==> config.mk <==
export PLATFORM = sky130hd
export DESIGN_NAME = sigmoid_share_arbiter
export DESIGN_NICKNAME = d
export VERILOG_FILES = /design/src/rtl/sigmoid_share_arbiter.sv
export SDC_FILE = /design/constraint.sdc
export NUM_CORES = 1
export LEC_CHECK = 0
export ABC_AREA = 1
export BUFFER_PORTS_ARGS = -buffer_cell sky130_fd_sc_hd__buf_4
export CORE_AREA = 2 2 75 77
export DETAILED_ROUTE_END_ITERATION = 10
export DIE_AREA = 0 0 77 79
export PLACE_DENSITY = 0.91
export SKIP_CTS_REPAIR_TIMING = 1
export SLEW_MARGIN = 10
export SYNTH_ARGS = -nofsm -noshare
export SYNTH_HDL_FRONTEND = slang
export SYNTH_SLANG_ARGS = --single-unit
export TNS_END_PERCENT = 30
==> constraint.sdc <==
create_clock -name clk -period 6.81 [get_ports clk]
set_input_delay 1.362 -clock clk [delete_from_list [all_inputs] [get_ports clk]]
set_output_delay 1.362 -clock clk [all_outputs]
set_load 0.05 [all_outputs]
==> src/rtl/sigmoid_share_arbiter.sv <==
// Round-robin sharing of one Alippi piecewise sigmoid among N_REQ requesters,
// two-stage pipeline. Define SIGMOID_SHARE_PERF_EN to add stall/done counters.

// Alippi shift-based sigmoid: for x <= 0, y = (1/2 - frac(|x|)/4) >> int(|x|);
// for x > 0 the curve is mirrored, y = 1 - sigmoid(-x).
module sigmoid_alippi #(
   parameter int INT_BIT  = 7,
   parameter int FRAC_BIT = 8
) (
   input  logic [INT_BIT+FRAC_BIT:0] x,
   output logic [FRAC_BIT:0]         y
);
   localparam int W = INT_BIT + FRAC_BIT + 1;
   localparam logic [FRAC_BIT:0] HALF = {2'b01, {(FRAC_BIT-1){1'b0}}};
   localparam logic [FRAC_BIT:0] ONE  = {1'b1, {FRAC_BIT{1'b0}}};

   logic [W-1:0]        mag;
   logic [INT_BIT:0]    int_part;
   logic [FRAC_BIT-1:0] frac_part;
   logic [FRAC_BIT:0]   frac_quarter;
   logic [FRAC_BIT:0]   base;
   logic [FRAC_BIT:0]   neg_half_curve;

   // Most-negative input negates to itself, which read unsigned is the right magnitude.
   assign mag            = x[W-1] ? (~x + 1'b1) : x;
   assign int_part       = mag[W-1:FRAC_BIT];
   assign frac_part      = mag[FRAC_BIT-1:0];
   assign frac_quarter   = {1'b0, frac_part} >> 2;
   assign base           = HALF - frac_quarter;
   assign neg_half_curve = base >> int_part;
   assign y              = x[W-1] ? neg_half_curve : (ONE - neg_half_curve);
endmodule

module sigmoid_share_arbiter #(
   parameter int N_REQ    = 4,
   parameter int INT_BIT  = 7,
   parameter int FRAC_BIT = 8,
   localparam int ID_W    = $clog2(N_REQ)
) (
   input  logic                                 clk,
   input  logic                                 rst_n,
   input  logic [N_REQ-1:0]                     in_valid,
   output logic [N_REQ-1:0]                     in_ready,
   input  logic [N_REQ*(INT_BIT+FRAC_BIT+1)-1:0] in_data,
   output logic                                 out_valid,
   input  logic                                 out_ready,
   output logic [FRAC_BIT:0]                    out_data,
   output logic [ID_W-1:0]                      out_id
`ifdef SIGMOID_SHARE_PERF_EN
   ,
   output logic [31:0]                          perf_busy,
   output logic [31:0]                          perf_done
`endif
);
   localparam int W = INT_BIT + FRAC_BIT + 1;
   localparam logic [ID_W:0]   N_REQ_W  = (ID_W+1)'(N_REQ);
   localparam logic [ID_W-1:0] PTR_INIT = ID_W'(N_REQ - 1);

   logic [W-1:0]      req_data [N_REQ];

   logic [ID_W-1:0]   ptr_reg;
   logic [ID_W-1:0]   grant_idx;
   logic              grant_any;
   logic [ID_W:0]     cand;

   logic              s0_valid_reg;
   logic [W-1:0]      s0_data_reg;
   logic [ID_W-1:0]   s0_id_reg;

   logic              out_valid_reg;
   logic [FRAC_BIT:0] out_data_reg;
   logic [ID_W-1:0]   out_id_reg;

   logic              s1_can_load;
   logic              s0_can_load;
   logic              handshake;
   logic [FRAC_BIT:0] sig_result;

   generate
      for (genvar gi = 0; gi < N_REQ; gi++) begin : g_req
         assign req_data[gi] = in_data[gi*W +: W];
         assign in_ready[gi] = grant_any && (grant_idx == ID_W'(gi)) && s0_can_load;
      end
   endgenerate

   assign s1_can_load = !out_valid_reg || out_ready;
   assign s0_can_load = !s0_valid_reg || s1_can_load;
   assign handshake   = grant_any && s0_can_load;

   // Scan ptr+1, ptr+2, ... with wrap; the first valid requester wins.
   always_comb begin
      grant_idx = '0;
      grant_any = 1'b0;
      cand      = '0;
      for (int k = 1; k <= N_REQ; k++) begin
         cand = {1'b0, ptr_reg} + k[ID_W:0];
         if (cand >= N_REQ_W) begin
            cand = cand - N_REQ_W;
         end
         if (!grant_any && in_valid[cand[ID_W-1:0]]) begin
            grant_any = 1'b1;
            grant_idx = cand[ID_W-1:0];
         end
      end
   end

   always_ff @(posedge clk or negedge rst_n) begin
      if (!rst_n) begin
         ptr_reg <= PTR_INIT;
      end else if (handshake) begin
         ptr_reg <= grant_idx;
      end
   end

   always_ff @(posedge clk or negedge rst_n) begin
      if (!rst_n) begin
         s0_valid_reg <= 1'b0;
         s0_data_reg  <= '0;
         s0_id_reg    <= '0;
      end else if (handshake) begin
         s0_valid_reg <= 1'b1;
         s0_data_reg  <= req_data[grant_idx];
         s0_id_reg    <= grant_idx;
      end else if (s1_can_load) begin
         s0_valid_reg <= 1'b0;
      end
   end

   sigmoid_alippi #(
      .INT_BIT  (INT_BIT),
      .FRAC_BIT (FRAC_BIT)
   ) u_sigmoid (
      .x (s0_data_reg),
      .y (sig_result)
   );

   // Output stage holds data/id through bubbles; only out_valid drops.
   always_ff @(posedge clk or negedge rst_n) begin
      if (!rst_n) begin
         out_valid_reg <= 1'b0;
         out_data_reg  <= '0;
         out_id_reg    <= '0;
      end else if (s1_can_load) begin
         out_valid_reg <= s0_valid_reg;
         if (s0_valid_reg) begin
            out_data_reg <= sig_result;
            out_id_reg   <= s0_id_reg;
         end
      end
   end

   assign out_valid = out_valid_reg;
   assign out_data  = out_data_reg;
   assign out_id    = out_id_reg;

`ifdef SIGMOID_SHARE_PERF_EN
   logic [31:0] perf_busy_reg;
   logic [31:0] perf_done_reg;

   always_ff @(posedge clk or negedge rst_n) begin
      if (!rst_n) begin
         perf_busy_reg <= '0;
         perf_done_reg <= '0;
      end else begin
         if (out_valid_reg && !out_ready && (perf_busy_reg != '1)) begin
            perf_busy_reg <= perf_busy_reg + 32'd1;
         end
         if (out_valid_reg && out_ready && (perf_done_reg != '1)) begin
            perf_done_reg <= perf_done_reg + 32'd1;
         end
      end
   end

   assign perf_busy = perf_busy_reg;
   assign perf_done = perf_done_reg;
`endif
endmodule

Yosys cells after proc, flatten, opt, wreduce, memory -nomap -nowiden:

Index checks and enable logic that the tools add are counted.

* bits in registers: 33
* latch bits: 0
* bits in writable memories: 0
* bits in read-only memories: 0
* input bits: 71
* output and inout port bits: 16
* logic and storage cells: 82
* memories: 0

* add/subtract/negate cells: 11
* multipliers: 0
* div/mod/pow operators: 0
* $lt $le $gt $ge: 9
* eq/ne operators: 3
* shift-type cells: 1
* muxes and demuxes: 27
* bitwise operators: 2
* reductions and logical operators: 22

Operators by type and width (number)
* 2-to-1 mux 16 bit: 3
* binary-select mux 16 bit (select 2 bit): 1
* adder 16 x 1 -> 16 bit (second input constant): 1
* 2-to-1 mux 2 bit: 8
* NOT 16 bit: 1
* greater-or-equal comparator 3 bit (second input constant): 5
* logical AND 1 bit: 12
* < comparator 2 x 3 -> 1 bit (second input constant): 4
* 2-to-1 mux 1 bit: 10
* 2-to-1 mux 9 bit: 1
* >> shifter 9 x 8 -> 9 bit: 1
* subtractor 8 x 6 -> 9 bit (first input constant): 1
* subtractor 9 bit (first input constant): 1
* binary-select mux 1 bit (select 2 bit): 4
* subtractor 2 x 1 -> 2 bit (second input constant): 4
* adder 2 x 2 -> 3 bit (second input constant): 2
* zero test 1 bit: 5
* == test 2 bit (second input constant): 2
* adder 2 x 1 -> 3 bit (second input constant): 1
* adder 2 x 3 -> 3 bit (second input constant): 1
* NOT 2 -> 3 bit: 1
* == test 2 x 1 -> 1 bit (second input constant): 1
* zero test 2 bit: 1
* logical OR 1 bit: 2
* other kinds (2): 2

Depth between registers and ports, before layout:

Gate-level depths: netlist of the first run.

* depth after elaboration: 19
* mapped depth: 23
* depth with buffers taken out: 23

Modules after synthesis:

Synthesis of the first run repeated with hierarchy kept, for this count alone.

* cell total of the unflattened synthesis: 547
* area total of the unflattened synthesis: 3394.5 µm²

By module, submodules not included
* sigmoid_share_arbiter: instances 1, cells each 331, area an instance 2254.7 µm², seq. area each 828.3 µm²
* sigmoid_alippi: instances 1, cells each 216, area an instance 1139.8 µm², seq. area each 0.0 µm²

Worst setup path before layout of the first run:

No wires, ideal clock.

* path type: input port to output port
* start: input in_valid[3]
* end: output in_ready[0]
* arrival: 3441 ps
* required time: 5448 ps
* path slack: 2007 ps
* cell stages on the path: 10
* buffers on the path: 1
* cell sequence: mux2i_1 nand2_1 o21ai_0 nand3_2 nor2_1 nand2_1 nand3_1 nand2_2 buf_2 nor3_1

* longest elaborated chain between the ends: 15
* elaborated cells on any way between the ends: 25
* those cells by class: 16 x mux; 9 x reduce/logical

RTL lines
* start: declaration: line 42 `input logic [N_REQ-1:0] in_valid,`
* binary-select mux 1 bit (select 2 bit): line 100 `if (!grant_any && in_valid[cand[ID_W-1:0]]) begin`
* 2-to-1 mux 1 bit (implied by the code): line 100
* 2-to-1 mux 1 bit: line 100
* zero test 1 bit: line 100
* logical AND 1 bit: line 100
* 2-to-1 mux 1 bit: line 100
* zero test 1 bit: line 100
* logical AND 1 bit: line 100
* 2-to-1 mux 1 bit: line 100
* zero test 1 bit: line 100
* logical AND 1 bit: line 100
* 2-to-1 mux 2 bit: line 100
* zero test 2 bit: line 82 `assign in_ready[gi] = grant_any && (grant_idx == ID_W'(gi)) && s0_can_load;`
* logical AND 1 bit (*) (2 in series): line 82
* end: declaration: line 43 `output logic [N_REQ-1:0] in_ready,`

Every way passes the cells marked *; elsewhere a longest branch is shown, timed or not. The select of a mux whose other input is x is not followed.

Final worst setup path of the first run:

* start: input in_valid[0]
* end: output in_ready[3]

* longest elaborated chain between the ends: 15
* elaborated cells on any way between the ends: 25
* those cells by class: 1 x eq/ne; 16 x mux; 8 x reduce/logical

RTL lines (line)
* binary-select mux 1 bit (select 2 bit): 100
* 2-to-1 mux 1 bit (implied by the code): 100
* 2-to-1 mux 1 bit: 100
* zero test 1 bit: 100
* logical AND 1 bit: 100
* 2-to-1 mux 1 bit: 100
* zero test 1 bit: 100
* logical AND 1 bit: 100
* 2-to-1 mux 1 bit: 100
* zero test 1 bit: 100
* logical AND 1 bit: 100
* 2-to-1 mux 2 bit: 100
* == test 2 bit: 82
* logical AND 1 bit (*) (2 in series): 82

Marks and branches as above.

==> reports/qor.csv, run 1 <==
stage;metric;value;unit
outcome;run status;finished, final reports clean;
floorplan;area of the die;0.006083;sq mm
cells_and_area;layout cells sized above 1;24.86;%
cts;CTS Buf Count;5;
worst_setup_path;Worst EP arrival;3.78;ns
worst_setup_path;CP peak stage delay;0.66;ns
global_routing;total grt overflow;0;
hold_path;Hold Path Origin;out_data[5];
detailed_routing;WL per Instance;12.77;um
hold_path;hold worst-path end;out_data[5];
yosys;mux contribution to synthesized area;0.6993;%
detailed_routing;Post-route DRC;0;
detailed_routing;Pre-Repair DR Iteration Count;5;
yosys;flops & latches, synth;33;
worst_setup_path;critical path endpoint category;output port;
timing;Final min period;5.145;ns
yosys;synthesized area;0.002863;sq mm
global_routing;wire length of the first global-routing pass;13230;um
yosys;yosys warns;0;
timing;Slew Limit Fails;0;
timing;fmax;194.4;MHz
place;placed instance area;0.003506;sq mm
detailed_routing;DR iter-0 viols;179;
worst_setup_path;Max FO, Critical Path;35;
worst_setup_path;nature of the critical path startpoint;primary input;
floorplan;Core Rows;27;
timing;post-route setup TNS;0;ns
global_routing;antenna violations before repair;0;
cts;CTS Sinks;33;
flow_run;max cap viols;0;
yosys;Synth Area in Compound Gates;16.70;%
cells_and_area;Final #Nets;603;
floorplan;Die W;77;um
timing;Slew @ Worst Pin;0.7851;ns
worst_setup_path;path type of the worst setup path;primary input to output port;
global_routing;largest net degree at the start of global routing;37;
yosys;Syn Area/Cell;6.320;sq um
detailed_routing;DRT antenna net count;0;
yosys;register area share after synthesis;28.93;%
worst_setup_path;Worst Path Buf+Inv;4;
cts;CTS tree;yes;
global_routing;gr usage total;26.46;%
timing;RSZ-0062 raised after global routing;no;
cts;H-Tree Depth;2;
cells_and_area;Area growth, synth to finish;25.35;%
worst_setup_path;critical path's top delay family;buffers and inverters;
hold_path;Hold Path Class;register to register;
worst_setup_path;R2R Setup Slk;3.49;ns
worst_setup_path;slowest stage cell, crit path;clkinv_1;
yosys;Synth Net Count;526;
place;Buffers on Ports;86;
detailed_routing;vias per inst;5.405;
yosys;post-synthesis adder-cell area fraction;0.8741;%
timing;Worst slew margin;47.33;%
timing;Worst Skew;0.006853;ns
place;Detailed Place HPWL;6019;um
floorplan;# IOs;87;
floorplan;Initial Util;53.63;%
timing;final-report hold violation count;0;
global_routing;vias in the first global route;3124;
yosys;simple-gate share of the synthesized area;42.09;%
cells_and_area;diode count;0;
timing;Final period util;75.55;%
cells_and_area;most common cell after layout, fill and taps aside;nand2_1;
floorplan;Core Region;0.005338;sq mm
cells_and_area;Largest register FFs;16;
worst_setup_path;CP most frequent cell;nand2_1;
worst_setup_path;RR Startpoint;s0_data_reg[15];
hold_path;hold path cells;2;
detailed_routing;WL final;7702;um
detailed_routing;total number of vias;3259;
timing;final setup vio count;0;
cts;CTS Root Buffer Type;clkbuf_8;
yosys;Synth Instances;453;
place;routability congestion estimate;0.8683;
cells_and_area;Final Instance Area;0.003588;sq mm
worst_setup_path;CP cell instances;buf_4, inv_1, o21ai_0, o21ai_0, nand3_2, nor2_1, nand2_1, nand2_1, clkinv_1, nand2_1, nor2_1, buf_4;
worst_setup_path;CP required;5.45;ns
worst_setup_path;reg-to-reg endpoint;out_data[2];
cells_and_area;commonest cells after routing, fill and taps aside;118 x nand2_1, 86 x buf_4, 83 x nor2_1;
yosys;xor/xnor share of the synthesized area;2.535;%
cts;Reg clk slew, reported paths;0.07;ns
cells_and_area;# fillers;468;
worst_setup_path;Reg2Reg Depth;18;
floorplan;die height;79;um
yosys;main combinational cell family by area after synthesis;simple AND/OR/NAND/NOR gates;
yosys;Yosys cell types;39;
cts;clock latency on the worst-skew pair;0.28;ns
cts;Max clock buf depth;2;
[tightest hold or removal path, cell delays in order (launching register included)]
cell	delay [ns]
dfrtp_1	0.34
nand2_1	0.06
nand2_1	0.06
[layout make-up]
class | instances | area, sq um | area share (%)
clock buffer | 6 | 72.57 | 2.022
inverter | 37 | 141.4 | 3.940
tap | 72 | 90.09 | 2.510
multi-input combinational | 367 | 1800 | 50.17
clock inverter | 2 | 10.01 | 0.2789
timing repair buffer | 86 | 645.6 | 17.99
sequential | 33 | 828.3 | 23.08
[worst max path at each step]
stage,from,to,slack [ns],depth (start not counted)
after CTS,in_valid[0],in_ready[3],1.73,12
after floorplan,in_valid[3],in_ready[0],2.01,10
after detailed placement,in_valid[1],in_ready[3],1.75,12
final,in_valid[0],in_ready[3],1.67,12
after global routing,in_valid[0],in_ready[3],1.33,12
after global placement,in_valid[3],in_ready[3],1.86,12
[per-stage QoR]
stage | worst slack [ns] | utilization (%) | hold WS, ns | cells
6_report | 1.665 | 67.23 | 0.4899 | 603
5_1_grt | 1.332 | 67.23 | 0.5205 | 603
4_1_cts | 1.733 | 67.23 | 0.4945 | 603
3_5_place_dp | 1.754 | 65.68 | 0.4759 | 595
3_3_place_gp | 1.865 | 65.68 | 0.4656 | 595
2_1_floorplan | 2.007 | - | 0.4643 | 453
[cells by family after synthesis]
| logic type | after synthesis |
|---|---|
| AO/OA/AOI/OAI | 85 |
| AND/OR/NAND/NOR | 274 |
| multiplexers | 2 |
| flip-flops | 33 |
| adder cells (fa/ha/maj) | 2 |
| XOR/XNOR | 4 |
| buffers and inverters | 53 |
[synth_stat cells, drive strengths merged]
cell / number / share of area (%)
o22ai: 5 / 1.1
clkbuf: 5 / 0.66
nand3: 41 / 7.9
nand3b: 2 / 0.52
nand2: 128 / 18
o311ai: 1 / 0.31
buf: 11 / 2.6
o31ai: 1 / 0.26
nor3: 6 / 1.2
o21ai: 56 / 10
nor2: 90 / 13
nand4: 4 / 0.87
inv: 36 / 4.8
dfrtp: 31 / 27
or2: 2 / 0.44
and3: 1 / 0.22
clkinv: 1 / 0.13
a31oi: 12 / 2.6
dfstp: 2 / 1.8
xor2: 4 / 2.5
o21bai: 1 / 0.26
a21oi: 9 / 1.8
mux2i: 2 / 0.70
ha: 2 / 0.87
[per-layer routing]
layer,wire length (um),GRT usage [%],up-vias
met5,0,0,-
met4,195,12.68,0
met3,504,4.432,14
met2,3830,46.93,148
met1,3171,31.32,1454
li1,-,-,1643
Power of run 1 is not shown: default switching activity piles up to over one toggle a cycle in this logic, so the estimate is an artifact.
==> inputs of run 2 (changes only) <==
--- a/config.mk
+++ b/config.mk
@@ -7,10 +7,10 @@
 export LEC_CHECK = 0
 export ABC_AREA = 1
 export BUFFER_PORTS_ARGS = -buffer_cell sky130_fd_sc_hd__buf_4
-export CORE_AREA = 2 2 75 77
+export CORE_AREA = 2 2 78 80
 export DETAILED_ROUTE_END_ITERATION = 10
-export DIE_AREA = 0 0 77 79
-export PLACE_DENSITY = 0.91
+export DIE_AREA = 0 0 80 82
+export PLACE_DENSITY = 0.85
 export SKIP_CTS_REPAIR_TIMING = 1
 export SLEW_MARGIN = 10
 export SYNTH_ARGS = -nofsm -noshare
==> constraint.sdc (replaced) <==
create_clock -name clk -period 5.05 [get_ports clk]
set_input_delay 1.01 -clock clk [delete_from_list [all_inputs] [get_ports clk]]
set_output_delay 1.01 -clock clk [all_outputs]
set_load 0.05 [all_outputs]
==> run 2 against run 1 <==
Clock-buffer cell count is 1 higher. Die area is 7.8% higher. First-iteration DRC count is 35% lower. Worst setup slack worse by 0.69 ns. Critical path depth is 1 lower. Worst hold slack worse by 0.0059 ns. Highest routed layer unchanged. Critical path type unchanged. Register-to-register slack worse by 1.4 ns. Critical endpoint is now in_ready[2]. Sequential cell count stayed put.
==> reports/qor.csv, run 2 (synthesized netlist as in run 1, its figures left out) <==
stage;metric;value;unit;change
cts;CTS Buf Count;5;;unchanged
floorplan;# IOs;87;;unchanged
worst_setup_path;path type of the worst setup path;primary input to output port;;
timing;Worst Skew;0.01197;ns;+0.005113 ns
floorplan;area of the die;0.006560;sq mm;+7.8%
cts;Reg clk slew, reported paths;0.08;ns;about the same
global_routing;vias in the first global route;2829;;-9.4%
hold_path;Hold Path Class;register to register;;
detailed_routing;DRT antenna net count;0;;unchanged
global_routing;largest net degree at the start of global routing;36;;-2.7%
timing;final setup vio count;0;;unchanged
cts;CTS tree;yes;;
timing;Worst slew margin;50.29;%;+3.0 points
detailed_routing;vias per inst;5.317;;-1.6%
place;Buffers on Ports;86;;unchanged
timing;post-route setup TNS;0;ns;unchanged
timing;Final min period;4.077;ns;
cts;clock latency on the worst-skew pair;0.29;ns;about the same
detailed_routing;Pre-Repair DR Iteration Count;7;;+2
worst_setup_path;critical path endpoint category;output port;;
floorplan;Core Rows;28;;+3.7%
timing;Slew @ Worst Pin;0.7456;ns;-0.03950 ns
worst_setup_path;slowest stage cell, crit path;inv_2;;
cells_and_area;commonest cells after routing, fill and taps aside;118 x nand2_1, 89 x buf_4, 83 x nor2_1;;
worst_setup_path;CP peak stage delay;0.31;ns;-0.35 ns
floorplan;Die W;80;um;+3.9%
cts;Max clock buf depth;2;;unchanged
cts;H-Tree Depth;2;;unchanged
timing;Slew Limit Fails;0;;unchanged
place;routability congestion estimate;0.8509;;-2.0%
worst_setup_path;CP cell instances;buf_4, mux2i_1, nand2_1, o21ai_0, nand3_2, o31ai_1, a21oi_2, inv_2, nand2_1, nor2_1, buf_4;;
cells_and_area;diode count;0;;unchanged
outcome;run status;finished, final reports clean;;
flow_run;max cap viols;0;;unchanged
floorplan;die height;82;um;+3.8%
cells_and_area;Largest register FFs;16;;unchanged
cells_and_area;Final #Nets;606;;+0.50%
floorplan;Initial Util;49.83;%;-3.8 points
timing;RSZ-0062 raised after global routing;no;;
detailed_routing;WL final;7459;um;-3.2%
timing;fmax;245.3;MHz;
timing;final-report hold violation count;0;;unchanged
global_routing;total grt overflow;0;;unchanged
cts;CTS Sinks;33;;unchanged
worst_setup_path;nature of the critical path startpoint;primary input;;
detailed_routing;total number of vias;3238;;-0.64%
worst_setup_path;CP required;4.04;ns;-1.41 ns
global_routing;wire length of the first global-routing pass;11940;um;-9.8%
cells_and_area;Area growth, synth to finish;27.45;%;
cells_and_area;layout cells sized above 1;25.28;%;+0.42 points
timing;PnR worst setup slack;0.9734;ns;-0.6917 ns
detailed_routing;DR iter-0 viols;116;;-35%
detailed_routing;Post-route DRC;0;;unchanged
cells_and_area;# fillers;529;;+13%
global_routing;antenna violations before repair;0;;unchanged
worst_setup_path;Worst EP arrival;3.07;ns;-0.71 ns
worst_setup_path;Max FO, Critical Path;19;;-46%
cts;CTS Root Buffer Type;clkbuf_8;;
timing;hold_ws;0.4840;ns;-0.005873 ns
global_routing;gr usage total;22.77;%;-3.7 points
floorplan;Core Region;0.005746;sq mm;+7.6%
place;Detailed Place HPWL;5901;um;-2.0%
timing;Final period util;80.72;%;
detailed_routing;WL per Instance;12.25;um;-4.1%
place;pre-CTS setup slack;0.9986;ns;-0.7552 ns
cells_and_area;most common cell after layout, fill and taps aside;nand2_1;;
-- run 2: cell types whose count changed in the layout (fill, tap and decap cells not counted), sizes merged --
cell	delta
buf	+3
bufinv	+1
clkbuf	+1
clkinv	-2
-- run 2: per-layer routing --
metal  wire, um  vias to the layer above  track usage, %
met2       3827                      111           42.17
met1       3085                     1469           26.77
met3        460                        8           4.505
li1           -                     1650               -
met5          0                        -               0
met4         86                        0           6.271
-- run 2: path summary, 6_finish.rpt --
path | startpoint | end | slack [ns] | cells past startpoint
hold reg to reg | out_data[7] | out_data[7] | 0.48 | 2
setup / recovery | in_valid[3] | in_ready[2] | 0.97 | 11
hold / removal | out_data[7] | out_data[7] | 0.48 | 2
setup reg to reg | ptr_reg[0] | s0_data_reg[7] | 2.05 | 14
max in group asynchronous | rst_n | ptr_reg[0] | 4.07 | 1
min in group asynchronous | rst_n | s0_data_reg[0] | 0.65 | 1
-- run 2: critical path: cells and delay by family --
family                 cells  cell delay [ns]
buffers and inverters      3             0.62
AOI/OAI and AO/OA          3             0.67
muxes                      1             0.27
and+or+nand+nor            4             0.49
-- run 2: through the flow --
stage	std cells	util, %	area, sq um
after global routing	609	63.50	3649
after detailed placement	601	61.48	3532
final	609	63.50	3649
after floorplan	453	-	2863
after CTS	609	63.50	3649
after global placement	601	61.48	3532
-- run 2: layout make-up --
| class | count | area, sq um | share of cell area, % |
|---|---|---|---|
| Timing Repair Buffer | 89 | 668.1 | 18.31 |
| Clock buffer | 7 | 86.33 | 2.366 |
| Multi-Input combinational cell | 367 | 1800 | 49.35 |
| Tap cell | 75 | 93.84 | 2.572 |
| Clock inverter | 1 | 30.03 | 0.8230 |
| Inverter | 37 | 141.4 | 3.875 |
| Sequential cell | 33 | 828.3 | 22.70 |
Power of run 2 is left out for the same reason.
==> inputs of run 3 (changes only) <==
==> constraint.sdc (replaced) <==
create_clock -name clk -period 3.9 [get_ports clk]
set_input_delay 0.78 -clock clk [delete_from_list [all_inputs] [get_ports clk]]
set_output_delay 0.78 -clock clk [all_outputs]
set_load 0.05 [all_outputs]
==> run 3 against run 2 <==
Routed wire length rose by 0.46%. Cell count did not move. Worst hold slack got worse by 0.062 ns. Non-clock buffer count did not move. Final area fell by 0.62%. Clock skew fell by 0.0036 ns. First-iteration DRC count rose by 22%. Worst setup slack got worse by 0.78 ns. Register-to-register slack got worse by 1.1 ns. Clock-buffer cell count fell by 2. Critical path depth fell by 1.
==> reports/qor.csv, run 3 (synthesized netlist as in run 1, its figures left out) <==
stage;metric;value;unit;change
cells_and_area;Final #Nets;606;;unchanged
worst_setup_path;path type of the worst setup path;register to output port;;
cts;Max clock buf depth;2;;unchanged
detailed_routing;Post-route DRC;0;;unchanged
global_routing;antenna violations before repair;0;;unchanged
place;dpl cells;601;;unchanged
detailed_routing;total number of vias;3180;;-1.8%
place;Buffers on Ports;86;;unchanged
cells_and_area;commonest cells after routing, fill and taps aside;118 x nand2_1, 89 x buf_4, 83 x nor2_1;;
detailed_routing;WL final;7493;um;+0.46%
timing;Final min period;3.704;ns;
timing;Worst slew margin;64.65;%;+14 points
global_routing;wire length of the first global-routing pass;12550;um;+5.1%
flow_run;max cap viols;0;;unchanged
cells_and_area;# fillers;510;;-3.6%
outcome;run status;finished, final reports clean;;
cells_and_area;layout cells sized above 1;25.47;%;+0.19 points
cells_and_area;most common cell after layout, fill and taps aside;nand2_1;;
cts;H-Tree Depth;2;;unchanged
floorplan;Core Rows;28;;unchanged
worst_setup_path;RR Startpoint;ptr_reg[0];;
cts;CTS Root Buffer Type;clkbuf_8;;
cts;clock latency on the worst-skew pair;0.28;ns;about the same
worst_setup_path;slowest stage cell, crit path;dfstp_2;;
cells_and_area;Largest register FFs;16;;unchanged
cells_and_area;diode count;0;;unchanged
floorplan;# IOs;87;;unchanged
worst_setup_path;reg-to-reg endpoint;s0_data_reg[7];;
timing;Slew @ Worst Pin;0.5289;ns;-0.2167 ns
worst_setup_path;Worst Path Buf+Inv;2;;-1
worst_setup_path;CP required;3.12;ns;-0.92 ns
global_routing;largest net degree at the start of global routing;34;;-5.6%
timing;Worst Skew;0.008346;ns;-0.003620 ns
detailed_routing;vias per inst;5.222;;-1.8%
global_routing;total grt overflow;0;;unchanged
floorplan;area of the die;0.006560;sq mm;unchanged
floorplan;die height;82;um;unchanged
worst_setup_path;CP most frequent cell;nand2_1;;
place;placed instance area;0.003532;sq mm;unchanged
detailed_routing;WL per Instance;12.30;um;+0.46%
timing;final-report hold violation count;0;;unchanged
cells_and_area;fin cells;609;;unchanged
global_routing;gr usage total;23.69;%;+0.92 points
timing;fmax;270.0;MHz;
timing;Slew Limit Fails;0;;unchanged
timing;final setup vio count;0;;unchanged
place;routability congestion estimate;0.8446;;-0.74%
detailed_routing;DR iter-0 viols;141;;+22%
worst_setup_path;Reg2Reg Depth;14;;unchanged
floorplan;Core Region;0.005746;sq mm;unchanged
cts;CTS Buf Count;5;;unchanged
place;pre-CTS setup slack;0.3056;ns;-0.6930 ns
cts;Reg clk slew, reported paths;0.07;ns;about the same
floorplan;Initial Util;49.83;%;unchanged
timing;post-route setup TNS;0;ns;unchanged
place;Detailed Place HPWL;5973;um;+1.2%
cts;CTS Sinks;33;;unchanged
timing;PnR worst setup slack;0.1964;ns;-0.7771 ns
timing;Final period util;94.97;%;
detailed_routing;Pre-Repair DR Iteration Count;5;;-2
worst_setup_path;Max FO, Critical Path;19;;unchanged
cts;CTS tree;yes;;
hold_path;Hold Path Class;primary input to asynchronous set/reset pin;;
worst_setup_path;CP peak stage delay;0.63;ns;+0.32 ns
worst_setup_path;nature of the critical path startpoint;register;;
worst_setup_path;R2R Setup Slk;0.91;ns;-1.14 ns
worst_setup_path;critical path's top delay family;compound AO/OA/AOI/OAI gates;;
cells_and_area;Area growth, synth to finish;26.66;%;
worst_setup_path;critical path endpoint category;output port;;
detailed_routing;DRT antenna net count;0;;unchanged
cells_and_area;Final Instance Area;0.003626;sq mm;-0.62%
floorplan;Die W;80;um;unchanged
worst_setup_path;CP cell instances;mux2i_1, nand2_1, o21ai_0, nand3_2, o31ai_1, a21oi_4, inv_2, nand2_1, nor2_1, buf_4;;
global_routing;vias in the first global route;2950;;+4.3%
worst_setup_path;Worst EP arrival;2.92;ns;-0.15 ns
## run 3: worst reg2reg max path: stages (launching register included)
cell     delay (ns)
dfstp_2        0.63
mux2i_1        0.32
nand2_1        0.08
o21ai_0        0.14
nand3_2        0.14
nor2_1         0.17
nand2_1        0.12
nand3_1        0.10
nand2_2        0.08
buf_4          0.23
inv_2          0.40
nor2_1         0.09
nor2_1         0.09
o21ai_0        0.14
a31oi_1        0.20
## run 3: worst max path at each step
stage                        endpoint  slack, ns         from  depth (start not counted)
after detailed placement  in_ready[0]       0.31  in_valid[0]                         10
after CTS                 in_ready[0]       0.16   ptr_reg[0]                         10
final                     in_ready[2]       0.20   ptr_reg[0]                         10
after global routing      in_ready[2]     -0.008   ptr_reg[0]                         10
after floorplan           in_ready[0]       0.26  in_valid[3]                         10
after global placement    in_ready[0]       0.46  in_valid[2]                          9
## run 3: area by class of cell
type                       count  area (sq um)  share of cell area [%]
sequential                    33         828.3                   22.84
clock buffer                   5         68.82                   1.898
inverter                      37         141.4                   3.899
timing repair buffer          89         668.1                   18.43
tap                           75         93.84                   2.588
clock inverter                 3         17.52                  0.4831
multi-input combinational    367          1808                   49.86
## run 3: stage by stage
stage	util, %	hold WS, ns
CTS	62.98	0.4327
finish	63.11	0.4217
floorplan	-	0.4643
global route	63.11	0.4513
global placement	61.48	0.4680
detailed placement	61.48	0.4673
## run 3: metal layers
layer / share of wire, % / track usage [%] / routed length, um / vias up
met5: 0 / 0 / 0 / -
met4: 0.68 / 7.627 / 51 / 0
met3: 6.4 / 4.615 / 482 / 4
met2: 51 / 41.33 / 3804 / 109
met1: 42 / 29.52 / 3155 / 1415
li1: - / - / - / 1652
Power of run 3 is left out for the same reason.
